===== config.mk =====
export PLATFORM = sky130hd
export DESIGN_NAME = fsk_symbol_framer_flat
export DESIGN_NICKNAME = d
export VERILOG_FILES = /design/src/rtl/fsk_pkg.sv /design/src/rtl/fsk_symbol_framer_if.sv /design/src/rtl/fsk_byte_fifo.sv /design/src/rtl/fsk_symbol_framer.sv /design/src/flat_wrapper.sv
export SDC_FILE = /design/constraint.sdc
export NUM_CORES = 1
export LEC_CHECK = 0
export ABC_AREA = 1
export CORE_ASPECT_RATIO = 0.7
export CORE_MARGIN = 2
export CORE_UTILIZATION = 62
export DETAILED_ROUTE_END_ITERATION = 10
export PLACE_DENSITY = 0.82
export REMOVE_ABC_BUFFERS = 1
export SETUP_SLACK_MARGIN = 0.05
export SYNTH_ARGS = -nofsm -noshare
export SYNTH_HDL_FRONTEND = slang
export SYNTH_SLANG_ARGS = --single-unit

===== constraint.sdc =====
create_clock -name clk -period 4.3 [get_ports clk]
set_input_delay 0.86 -clock clk [delete_from_list [all_inputs] [get_ports clk]]
set_output_delay 0.86 -clock clk [all_outputs]
set_load 0.1 [all_outputs]

===== src/rtl/fsk_pkg.sv =====
// Shared definitions for the FSK symbol framer and its modulator: mode
// encodings, bits-per-symbol decode, framer state enum and the minimum
// preamble wait the modulator needs before the first data symbol.
package fsk_pkg;

  localparam logic [1:0] MODE_16FSK = 2'b00;
  localparam logic [1:0] MODE_8FSK  = 2'b01;
  localparam logic [1:0] MODE_4FSK  = 2'b10;
  localparam logic [1:0] MODE_2FSK  = 2'b11;

  // Modulator sync preamble length; the framer must wait at least this plus 2.
  localparam int unsigned MOD_SYNC_LEN  = 8;
  localparam int unsigned SYNC_WAIT_MIN = MOD_SYNC_LEN + 2;

  typedef enum logic [2:0] {
    StIdle,
    StSync,
    StSym,
    StPar,
    StGap
  } state_e;

  function automatic logic [2:0] bits_per_sym(input logic [1:0] mode);
    logic [2:0] k;
    case (mode)
      MODE_16FSK: k = 3'd4;
      MODE_8FSK:  k = 3'd3;
      MODE_4FSK:  k = 3'd2;
      default:    k = 3'd1;
    endcase
    return k;
  endfunction

  // Mask selecting the top k bits of a nibble, i.e. a k-bit value already
  // shifted into the 16-tone index space.
  function automatic logic [3:0] sym_mask(input logic [2:0] k);
    logic [3:0] m;
    m = 4'hF << (3'd4 - k);
    return m;
  endfunction

endpackage


===== src/rtl/fsk_symbol_framer_if.sv =====
// Byte stream valid/ready channel feeding the FSK symbol framer.
interface fsk_symbol_framer_if;
  logic [7:0] s_data;
  logic       s_last;
  logic       s_valid;
  logic       s_ready;

  modport master (
    output s_data,
    output s_last,
    output s_valid,
    input  s_ready
  );

  modport slave (
    input  s_data,
    input  s_last,
    input  s_valid,
    output s_ready
  );
endinterface


===== src/rtl/fsk_byte_fifo.sv =====
// Synchronous FIFO of {last, data[7:0]} entries with full/empty/level.
// Read data is the current head (combinational from the storage array).
module fsk_byte_fifo #(
  parameter int unsigned Depth = 16
) (
  input  logic                       clk,
  input  logic                       reset,
  input  logic                       push_i,
  input  logic [8:0]                 wdata_i,
  input  logic                       pop_i,
  output logic [8:0]                 rdata_o,
  output logic                       full_o,
  output logic                       empty_o,
  output logic [$clog2(Depth):0]     level_o
);

  localparam int unsigned AW = $clog2(Depth);
  localparam int unsigned LW = AW + 1;

  logic [8:0]    mem_q [Depth];
  logic [AW-1:0] wr_ptr_q, wr_ptr_d;
  logic [AW-1:0] rd_ptr_q, rd_ptr_d;
  logic [LW-1:0] level_q, level_d;
  logic          push_ok, pop_ok;

  assign full_o  = (level_q == LW'(Depth));
  assign empty_o = (level_q == '0);
  assign level_o = level_q;
  assign rdata_o = mem_q[rd_ptr_q];
  assign push_ok = push_i && !full_o;
  assign pop_ok  = pop_i && !empty_o;

  // Pointer and occupancy next state.
  always_comb begin
    wr_ptr_d = wr_ptr_q;
    rd_ptr_d = rd_ptr_q;
    level_d  = level_q;
    if (push_ok) wr_ptr_d = wr_ptr_q + AW'(1);
    if (pop_ok)  rd_ptr_d = rd_ptr_q + AW'(1);
    if (push_ok && !pop_ok)      level_d = level_q + LW'(1);
    else if (!push_ok && pop_ok) level_d = level_q - LW'(1);
  end

  // Pointer and occupancy registers.
  always_ff @(posedge clk or posedge reset) begin
    if (reset) begin
      wr_ptr_q <= '0;
      rd_ptr_q <= '0;
      level_q  <= '0;
    end else begin
      wr_ptr_q <= wr_ptr_d;
      rd_ptr_q <= rd_ptr_d;
      level_q  <= level_d;
    end
  end

  // Storage array; contents are don't-care until written.
  always_ff @(posedge clk) begin
    if (push_ok) mem_q[wr_ptr_q] <= wdata_i;
  end

endmodule


===== src/rtl/fsk_symbol_framer.sv =====
// FSK symbol framer: buffers bytes, slices them MSB-first into k-bit M-FSK
// symbols, holds each symbol for SPS clocks after a SYNC_WAIT preamble, then
// idles for GAP_LEN clocks. Optional macro FSK_FRAMER_PARITY_EN appends one
// XOR parity symbol after the last data symbol.
module fsk_symbol_framer
  import fsk_pkg::*;
#(
  parameter int unsigned FIFO_DEPTH = 16,
  parameter int unsigned SPS        = 64,
  parameter int unsigned SYNC_WAIT  = 12,
  parameter int unsigned GAP_LEN    = 32
) (
  input  logic                          clk,
  input  logic                          reset,
  input  logic [1:0]                    mode,
  fsk_symbol_framer_if.slave            s,
  output logic [3:0]                    sym_out,
  output logic                          start_out,
  output logic                          busy,
  output logic                          frame_done,
  output logic                          underrun,
  output logic [$clog2(FIFO_DEPTH):0]   fifo_level
);

  localparam int unsigned CntMax = (SPS > SYNC_WAIT) ?
                                   ((SPS > GAP_LEN) ? SPS : GAP_LEN) :
                                   ((SYNC_WAIT > GAP_LEN) ? SYNC_WAIT : GAP_LEN);
  localparam int unsigned CW = $clog2(CntMax + 1);

  if (SYNC_WAIT < SYNC_WAIT_MIN) begin : g_sync_wait_check
    $error("SYNC_WAIT shorter than modulator preamble");
  end

  state_e      state_q, state_d;
  logic [CW-1:0] cnt_q, cnt_d;
  logic [3:0]  sym_q, sym_d;
  logic [2:0]  k_q, k_d;
  logic [10:0] buf_q, buf_d;      // left-aligned, unused low bits kept zero
  logic [3:0]  nbits_q, nbits_d;
  logic        last_seen_q, last_seen_d;
  logic        underrun_q, underrun_d;
`ifdef FSK_FRAMER_PARITY_EN
  logic [3:0]  par_q, par_d;
`endif

  logic [8:0]  fifo_rdata;
  logic        fifo_full, fifo_empty, fifo_pop;

  logic        is_idle;
  logic [2:0]  k_use;
  logic [10:0] buf_base, buf_fill, buf_after;
  logic [3:0]  n_base, n_fill, n_after;
  logic        last_base, last_fill, can_fill;
  logic        have_sym, pad_sym, starve;
  logic [3:0]  next_sym;

  fsk_byte_fifo #(
    .Depth (FIFO_DEPTH)
  ) u_fifo (
    .clk     (clk),
    .reset   (reset),
    .push_i  (s.s_valid),
    .wdata_i ({s.s_last, s.s_data}),
    .pop_i   (fifo_pop),
    .rdata_o (fifo_rdata),
    .full_o  (fifo_full),
    .empty_o (fifo_empty),
    .level_o (fifo_level)
  );

  // Candidate next symbol: optional refill from the FIFO head, then slice k bits.
  // In IDLE the bit buffer is treated as empty and k comes from the live mode.
  always_comb begin
    is_idle   = (state_q == StIdle);
    k_use     = is_idle ? bits_per_sym(mode) : k_q;
    buf_base  = is_idle ? 11'd0 : buf_q;
    n_base    = is_idle ? 4'd0 : nbits_q;
    last_base = is_idle ? 1'b0 : last_seen_q;
    // Never pull bytes past s_last: they belong to the next frame.
    can_fill  = !fifo_empty && !last_base && (n_base < {1'b0, k_use});
    buf_fill  = can_fill ? (buf_base | ({fifo_rdata[7:0], 3'b000} >> n_base)) : buf_base;
    n_fill    = can_fill ? (n_base + 4'd8) : n_base;
    last_fill = last_base | (can_fill & fifo_rdata[8]);
    have_sym  = (n_fill >= {1'b0, k_use});
    pad_sym   = !have_sym && last_fill && (n_fill != 4'd0);
    starve    = !have_sym && !last_fill;
    next_sym  = buf_fill[10:7] & sym_mask(k_use);
    buf_after = buf_fill << k_use;
    n_after   = have_sym ? (n_fill - {1'b0, k_use}) : 4'd0;
  end

  // Framer FSM next state and datapath updates.
  always_comb begin
    state_d     = state_q;
    cnt_d       = cnt_q + CW'(1);
    sym_d       = sym_q;
    k_d         = k_q;
    buf_d       = buf_q;
    nbits_d     = nbits_q;
    last_seen_d = last_seen_q;
    underrun_d  = underrun_q;
    fifo_pop    = 1'b0;
`ifdef FSK_FRAMER_PARITY_EN
    par_d       = par_q;
`endif
    case (state_q)
      StIdle: begin
        cnt_d = '0;
        sym_d = 4'd0;
        if (!fifo_empty) begin
          fifo_pop    = 1'b1;
          k_d         = k_use;
          buf_d       = buf_after;
          nbits_d     = n_after;
          last_seen_d = last_fill;
          sym_d       = next_sym;
          state_d     = StSync;
`ifdef FSK_FRAMER_PARITY_EN
          par_d       = next_sym;
`endif
        end
      end
      StSync: begin
        if (cnt_q == CW'(SYNC_WAIT - 1)) begin
          cnt_d   = '0;
          state_d = StSym;
        end
      end
      StSym: begin
        if (cnt_q == CW'(SPS - 1)) begin
          cnt_d = '0;
          if (have_sym || pad_sym) begin
            fifo_pop    = can_fill;
            sym_d       = next_sym;
            buf_d       = buf_after;
            nbits_d     = n_after;
            last_seen_d = last_fill;
`ifdef FSK_FRAMER_PARITY_EN
            par_d       = par_q ^ next_sym;
`endif
          end else if (starve) begin
            // Emit a silent period and retry at the next boundary.
            sym_d      = 4'd0;
            underrun_d = 1'b1;
          end else begin
`ifdef FSK_FRAMER_PARITY_EN
            sym_d   = par_q;
            state_d = StPar;
`else
            sym_d   = 4'd0;
            state_d = StGap;
`endif
          end
        end
      end
`ifdef FSK_FRAMER_PARITY_EN
      StPar: begin
        if (cnt_q == CW'(SPS - 1)) begin
          cnt_d   = '0;
          sym_d   = 4'd0;
          state_d = StGap;
        end
      end
`endif
      StGap: begin
        if (cnt_q == CW'(GAP_LEN - 1)) begin
          cnt_d   = '0;
          state_d = StIdle;
        end
      end
      default: begin
        cnt_d   = '0;
        sym_d   = 4'd0;
        state_d = StIdle;
      end
    endcase
  end

  // Framer state registers.
  always_ff @(posedge clk or posedge reset) begin
    if (reset) begin
      state_q     <= StIdle;
      cnt_q       <= '0;
      sym_q       <= 4'd0;
      k_q         <= 3'd4;
      buf_q       <= '0;
      nbits_q     <= '0;
      last_seen_q <= 1'b0;
      underrun_q  <= 1'b0;
`ifdef FSK_FRAMER_PARITY_EN
      par_q       <= '0;
`endif
    end else begin
      state_q     <= state_d;
      cnt_q       <= cnt_d;
      sym_q       <= sym_d;
      k_q         <= k_d;
      buf_q       <= buf_d;
      nbits_q     <= nbits_d;
      last_seen_q <= last_seen_d;
      underrun_q  <= underrun_d;
`ifdef FSK_FRAMER_PARITY_EN
      par_q       <= par_d;
`endif
    end
  end

  // SYNC is only entered from IDLE, so its first cycle is the start cycle.
  assign start_out  = (state_q == StSync) && (cnt_q == '0);
  assign busy       = (state_q != StIdle);
  assign frame_done = (state_q == StGap) && (cnt_q == CW'(GAP_LEN - 1));
  assign underrun   = underrun_q;
  assign sym_out    = sym_q;
  // Held low during reset so every output reads 0 while reset is asserted.
  assign s.s_ready  = !fifo_full && !reset;

endmodule


===== src/flat_wrapper.sv =====
// flat-port wrapper written by rule: the top's interface ports become plain ports
module fsk_symbol_framer_flat import fsk_pkg::*;
#(
  parameter int unsigned FIFO_DEPTH = 16,
  parameter int unsigned SPS        = 64,
  parameter int unsigned SYNC_WAIT  = 12,
  parameter int unsigned GAP_LEN    = 32
)
  (clk, reset, mode, sym_out, start_out, busy, frame_done, underrun, fifo_level, s_s_data, s_s_last, s_s_valid, s_s_ready);
  fsk_symbol_framer_if s_i ();
  input  logic clk;
  input  logic reset;
  input  logic [1:0] mode;
  output logic [3:0] sym_out;
  output logic start_out;
  output logic busy;
  output logic frame_done;
  output logic underrun;
  output logic [$clog2(FIFO_DEPTH):0] fifo_level;
  input wire logic [$bits(s_i.s_data)-1:0] s_s_data;
  input wire logic [$bits(s_i.s_last)-1:0] s_s_last;
  input wire logic [$bits(s_i.s_valid)-1:0] s_s_valid;
  output wire logic [$bits(s_i.s_ready)-1:0] s_s_ready;
  assign s_i.s_data = s_s_data;
  assign s_i.s_last = s_s_last;
  assign s_i.s_valid = s_s_valid;
  assign s_s_ready = s_i.s_ready;
  fsk_symbol_framer #(.FIFO_DEPTH(FIFO_DEPTH), .SPS(SPS), .SYNC_WAIT(SYNC_WAIT), .GAP_LEN(GAP_LEN)) u_core (.clk(clk), .reset(reset), .mode(mode), .s(s_i), .sym_out(sym_out), .start_out(start_out), .busy(busy), .frame_done(frame_done), .underrun(underrun), .fifo_level(fifo_level));
endmodule

==> results of run 1 <==
## layout make-up
| type | count | area [um^2] |
|---|---|---|
| inverters | 89 | 339 |
| clock buffers | 17 | 425 |
| well taps | 195 | 244 |
| clock inverters | 15 | 200 |
| flip-flops and latches | 191 | 5500 |
| repair buffers | 34 | 315 |
| fillers | 1066 | 4380 |
| multi-input cells | 673 | 3320 |
## synthesized netlist by cell type (8+ instances only)
cell type	count	area (um^2)
nand2_1	279	1050
edfxtp_1	144	4320
nand3_1	126	631
nor2_1	108	405
inv_1	77	289
dfrtp_1	46	1150
o21ai_0	32	160
ha_1	19	238
a21oi_1	18	90.1
buf_2	15	75.1
nand2_2	8	50.1
## flip-flops by register name, summed over array words and instances, names as in the netlist
register / count
u_core.state_q: 3
u_core.u_fifo.rd_ptr_q: 4
u_core.u_fifo.mem_q: 144
u_core.k_q: 3
u_core.nbits_q: 4
u_core.u_fifo.level_o: 5
u_core.buf_q: 11
u_core.cnt_q: 7
u_core.sym_out: 4
u_core.u_fifo.wr_ptr_q: 4
u_core.underrun: 1
u_core.last_seen_q: 1
## per-layer routing
metal	wire [um]	part of all wire (%)	GRT usage (%)	vias to the layer above
li1	-	-	-	3327
met1	9460	44	43.4	3312
met2	9450	44	41.4	341
met3	2140	10	6.55	22
met4	233	1.1	6.88	0
met5	0	0	0	-
## power groups by stage
stage                     clock, mW  sequential (mW)  combinational (mW)
after detailed placement          0             2.52                4.00
after global routing           1.75             2.52                4.58
after CTS                      1.67             2.49                4.08
after floorplan                   0             2.81                2.67
after global placement            0             2.51                3.92
final                          1.66             2.50                4.15
## critical path, cell delays in order
cell             delay [ns]
clkdlybuf4s50_1        0.52
inv_1                  0.06
ha_1                   0.32
o21ai_4                0.19
nor2_4                 0.05
nor2_2                 0.11
ha_1                   0.16
inv_1                  0.05
nand2_2                0.07
nand2_2                0.08
nand2_4                0.12
nand2_1                0.09
nand2_1                0.13
ha_1                   0.26
inv_1                  0.12
ha_1                   0.39
nand2_1                0.10
nor2_1                 0.15
a211oi_2               0.06
nand2_1                0.06
nand2_1                0.05
nor2_1                 0.12
xor2_1                 0.15
## cell families after synthesis
family                   count (synthesis)  synth area share, %
AND/OR/NAND/NOR                        564                 26.7
flip-flops                             191                 58.9
buffers and inverters                  119                 5.65
AO/OA/AOI/OAI                           78                 4.98
adder cells (fa/ha/maj)                 20                 2.76
XOR/XNOR                                11                 1.03
## worst paths after layout
kind,start,end,slack (ns),cells after the start
setup / recovery,mode[0],u_core.u_fifo.level_o[4],0.38,23
hold / removal,u_core.underrun,u_core.underrun,0.47,1
setup reg to reg,u_core.state_q[0],u_core.u_fifo.level_o[4],0.66,23
hold reg to reg,u_core.underrun,u_core.underrun,0.47,1
max in group asynchronous,reset,u_core.u_fifo.rd_ptr_q[0],2.93,3
min in group asynchronous,reset,u_core.cnt_q[3],0.92,3
==> impl_metrics.json, run 1 <==
{
  "p_comb_share_pct": 49.9,
  "io_buffers": 27,
  "synth_edf_count": 144,
  "drive_gt1_share_pct": 9.42,
  "hold_path.class": "flip-flop to flip-flop",
  "drt-total-wl_um": 21300,
  "seqPwrFrac_pct": 30.1,
  "powerDensity_mw_per_mm2": 803,
  "critPathKind": "input pin to flip-flop",
  "path_max_fanout": 6,
  "io_pins": 28,
  "insertion_delay_ns": 0.43,
  "cp-start-kind": "input pin",
  "clockRootBuffer": "clkbuf_16",
  "gr-total-overflow": 0,
  "yosys_warnings": 0,
  "synth-main-ff-cell": "edfxtp_1",
  "power.switching_mw": 3.87,
  "ant_nets": 0,
  "yosys.cell_types.count": 47,
  "ys_async_sr_fraction_pct": 24.6,
  "first_iter_violations": 1041,
  "synthToLayoutAreaGrowth_pct": 10.7,
  "hold-worst-slack_ns": 0.469,
  "cts_tree": "built",
  "cp-end-kind": "flip-flop",
  "grt_pass1_vias": 6567,
  "synth-seq-area-share_pct": 58.9,
  "place_area_mm2": 0.00971,
  "relSlewSlack_pct": 24.2,
  "post_cts_buffers": 0,
  "cts_max_level": 4,
  "postCtsHoldBufs": 0,
  "setup_viol": 0,
  "max_clock_freq_mhz": 255,
  "routedWlPerCell_um": 17.5,
  "hold_viol": 0,
  "fin_util_pct": 70.3,
  "dp_hpwl_um": 13600,
  "placed_cells": 1182,
  "total_power_mw": 8.31,
  "synth-seq-cells": 191,
  "crit_arrival_ns": 4.28,
  "cts_buffer_depth": 2,
  "vias": 7002,
  "rsz0062_at_grt": "no",
  "stdcell_count": 1214,
  "core.rowCount": 37,
  "clk_pin_slew_ns": 0.07,
  "start_util_pct": 63.4,
  "clock_skew_ns": 0.00775,
  "nNetsFinal": 1040,
  "static-leakage-power_nw": 4.30,
  "max-vdd-ir-drop_mv": 0.513,
  "viasPerCell": 5.77,
  "final_cell_mix": "279 x nand2_1, 144 x edfxtp_1, 126 x nand3_1",
  "stdcell_area_mm2": 0.0103,
  "fin_ws_ns": 0.384,
  "fin_setup_tns_ns": 0,
  "pre_cts_ws_ns": 0.0635,
  "maxCapViolCount": 0,
  "period_needed_ns": 3.92,
  "cts_buffers": 17,
  "crit_required_ns": 4.66,
  "fin_crit_sh_pct": 91.1,
  "internal_power_mw": 4.44,
  "status": "complete, no violations",
  "core-area_mm2": 0.0147,
  "dieArea_mm2": 0.0161,
  "sw_frac_of_total_pct": 46.6,
  "grt_pass1_wl_um": 34300,
  "slew_viol_final": 0,
  "post_cts_resized": 0,
  "avgSynthCellArea_um2": 9.50,
  "clockPowerShare_pct": 20.0,
  "drcViolationCount": 0,
  "grt_antenna_before_repair": 0,
  "synth_cells": 983,
  "grt_max_degree": 84,
  "final_common_cell": "nand2_1",
  "die_w_um": 151,
  "grt_usage_pct": 28.3,
  "synth_area_mm2": 0.00934,
  "firstDrtPassIters": 5,
  "die_h_um": 107,
  "max_slew.worst_pin.slew_ns": 1.13,
  "antenna_cells": 0,
  "gp_congestion": 0.901,
  "clock-sinks": 191
}
(Power assumes the default switching activity.)
==> inputs of run 2 (changes only) <==
--- a/config.mk
+++ b/config.mk
@@ -6,10 +6,11 @@
 export NUM_CORES = 1
 export LEC_CHECK = 0
 export ABC_AREA = 1
-export CORE_ASPECT_RATIO = 0.7
-export CORE_MARGIN = 2
+export CORE_ASPECT_RATIO = 0.75
+export CORE_MARGIN = 4
 export CORE_UTILIZATION = 62
 export DETAILED_ROUTE_END_ITERATION = 10
+export HOLD_SLACK_MARGIN = 0.15
 export PLACE_DENSITY = 0.82
 export REMOVE_ABC_BUFFERS = 1
 export SETUP_SLACK_MARGIN = 0.05
==> run 2 against run 1 <==
  * Non-clock buffer count unchanged
  * Total power is 3.3% lower
  * Sequential power barely moved
  * Sequential cell count unchanged
  * Critical path depth grew 1
  * Wire length fell by 1.7%
  * Die area grew 6.4%
  * Critical endpoint unchanged
  * Largest cell class unchanged
  * Largest power group unchanged
  * Highest routed layer unchanged
==> impl_metrics.json, run 2 (synthesis gave the netlist of run 1 again) <==
{
  "grt_pass1_vias": 6599,
  "synthToLayoutAreaGrowth_pct": 9.83,
  "largest-register": "u_core.u_fifo.mem_q",
  "relSlewSlack_pct": 26.4,
  "core.rowCount": 38,
  "cts_tree": "built",
  "final_cell_mix": "279 x nand2_1, 144 x edfxtp_1, 126 x nand3_1",
  "cts_buffer_depth": 2,
  "max-vdd-ir-drop_mv": 0.518,
  "viasPerCell": 5.69,
  "grt_usage_pct": 25.9,
  "antenna_cells": 0,
  "grt_max_degree": 84,
  "fin_setup_tns_ns": 0,
  "cp-start-kind": "input pin",
  "clock_skew_ns": 0.0131,
  "die_w_um": 150,
  "gp_congestion": 0.901,
  "period_needed_ns": 3.88,
  "gr-total-overflow": 0,
  "io_pins": 28,
  "grt_pass1_wl_um": 33700,
  "top_regs": "u_core.u_fifo.mem_q x144, u_core.buf_q x11, u_core.cnt_q x7",
  "powerDensity_mw_per_mm2": 783,
  "hold_viol": 0,
  "clock-sinks": 191,
  "drive_gt1_share_pct": 9.33,
  "clockRootBuffer": "clkbuf_16",
  "final_common_cell": "nand2_1",
  "ant_nets": 0,
  "crit_required_ns": 4.63,
  "rsz0062_at_grt": "no",
  "post_cts_buffers": 0,
  "largest_reg_flops": 144,
  "max_clock_freq_mhz": 258,
  "static-leakage-power_nw": 4.26,
  "maxCapViolCount": 0,
  "hold-worst-slack_ns": 0.476,
  "dp_hpwl_um": 13600,
  "status": "complete, no violations",
  "grt_antenna_before_repair": 0,
  "io_buffers": 27,
  "clk_pin_slew_ns": 0.07,
  "core-area_mm2": 0.0146,
  "cts_max_level": 4,
  "crit_arrival_ns": 4.21,
  "path_max_fanout": 6,
  "hold_path.class": "flip-flop to flip-flop",
  "stdcell_count": 1218,
  "first_iter_violations": 882,
  "dieArea_mm2": 0.0171,
  "die_h_um": 114,
  "fillers": 1055,
  "max_slew.worst_pin.slew_ns": 1.10,
  "setup_viol": 0,
  "vias": 6933,
  "critPathKind": "input pin to flip-flop",
  "start_util_pct": 64.0,
  "drt-total-wl_um": 20900,
  "drcViolationCount": 0,
  "insertion_delay_ns": 0.44,
  "nNetsFinal": 1040,
  "placed_cells": 1187,
  "cts_buffers": 17,
  "routedWlPerCell_um": 17.2,
  "cp-end-kind": "flip-flop",
  "firstDrtPassIters": 6,
  "slew_viol_final": 0,
  "fin_crit_sh_pct": 90.3
}
-- run 2: stage by stage --
step	total power [mW]	setup WS (ns)	utilization [%]	cell area, um^2
global route	8.61	0.0806	70.3	10300
CTS	7.99	0.369	70.3	10300
floorplan	5.48	0.206	-	9150
global placement	6.44	0.187	66.6	9720
finish	8.03	0.419	70.3	10300
detailed placement	6.52	-0.00207	66.6	9720
-- run 2: path summary, 6_finish.rpt --
check	cells past startpoint	startpoint	slack, ns	end
max in group asynchronous	3	reset	2.91	u_core.u_fifo.rd_ptr_q[0]
worst min register to register	1	u_core.underrun	0.48	u_core.underrun
worst min-delay path	1	u_core.underrun	0.48	u_core.underrun
worst max register to register	22	u_core.state_q[1]	0.71	u_core.u_fifo.level_o[4]
worst max-delay path	24	mode[1]	0.42	u_core.u_fifo.level_o[4]
min in group asynchronous	3	reset	0.91	u_core.u_fifo.level_o[0]
-- run 2: layer usage --
layer / vias up / part of all wire, % / GRT usage, % / routed length (um)
li1: 3328 / - / - / -
met1: 3281 / 45 / 39.6 / 9470
met2: 298 / 45 / 38.3 / 9360
met3: 26 / 8.7 / 6.21 / 1830
met4: 0 / 1.2 / 5.48 / 257
met5: - / 0 / 0 / 0
-- run 2: what timing repair did --
action	CTS	global route
endpoints found under the setup margin	0	1
hold buffers	0	0
resized for setup	0	1
-- run 2: report_power, final --
| group | switching, mW | internal, mW | leakage [nW] | total [mW] |
|---|---|---|---|---|
| registers | 0.178 | 2.31 | 1.89 | 2.49 |
| logic | 2.90 | 1.19 | 2.10 | 4.09 |
| clock network | 0.713 | 0.749 | 0.264 | 1.46 |
-- run 2: critical path: stages --
cell	delay, ns
clkdlybuf4s50_1	0.48
inv_1	0.07
ha_1	0.18
o21ai_0	0.15
o21ai_0	0.15
ha_1	0.22
inv_1	0.06
ha_1	0.13
inv_1	0.05
nand2_2	0.07
nand2_2	0.08
nand2_4	0.11
nand2_1	0.09
nand2_1	0.13
ha_2	0.24
inv_1	0.09
ha_1	0.34
nand2_1	0.10
nor2_1	0.04
a211oi_1	0.24
nand2_1	0.08
nand2_1	0.06
nor2_1	0.04
xor2_1	0.13
-- run 2: cell type report --
class,count,area [um^2],area share [%]
timing repair buffer,34,315,3.07
clock buffer,18,429,4.18
inverter,89,339,3.31
clock inverter,13,109,1.06
multi-input combinational,673,3310,32.3
tap,200,250,2.44
sequential,191,5500,53.6
==> inputs of run 3 (changes only) <==
--- a/config.mk
+++ b/config.mk
@@ -14,6 +14,7 @@
 export PLACE_DENSITY = 0.82
 export REMOVE_ABC_BUFFERS = 1
 export SETUP_SLACK_MARGIN = 0.05
+export SKIP_CTS_REPAIR_TIMING = 1
 export SYNTH_ARGS = -nofsm -noshare
 export SYNTH_HDL_FRONTEND = slang
 export SYNTH_SLANG_ARGS = --single-unit
==> results of run 3 <==
No change in the layout: final DEF, timing and power equal those of run 2.
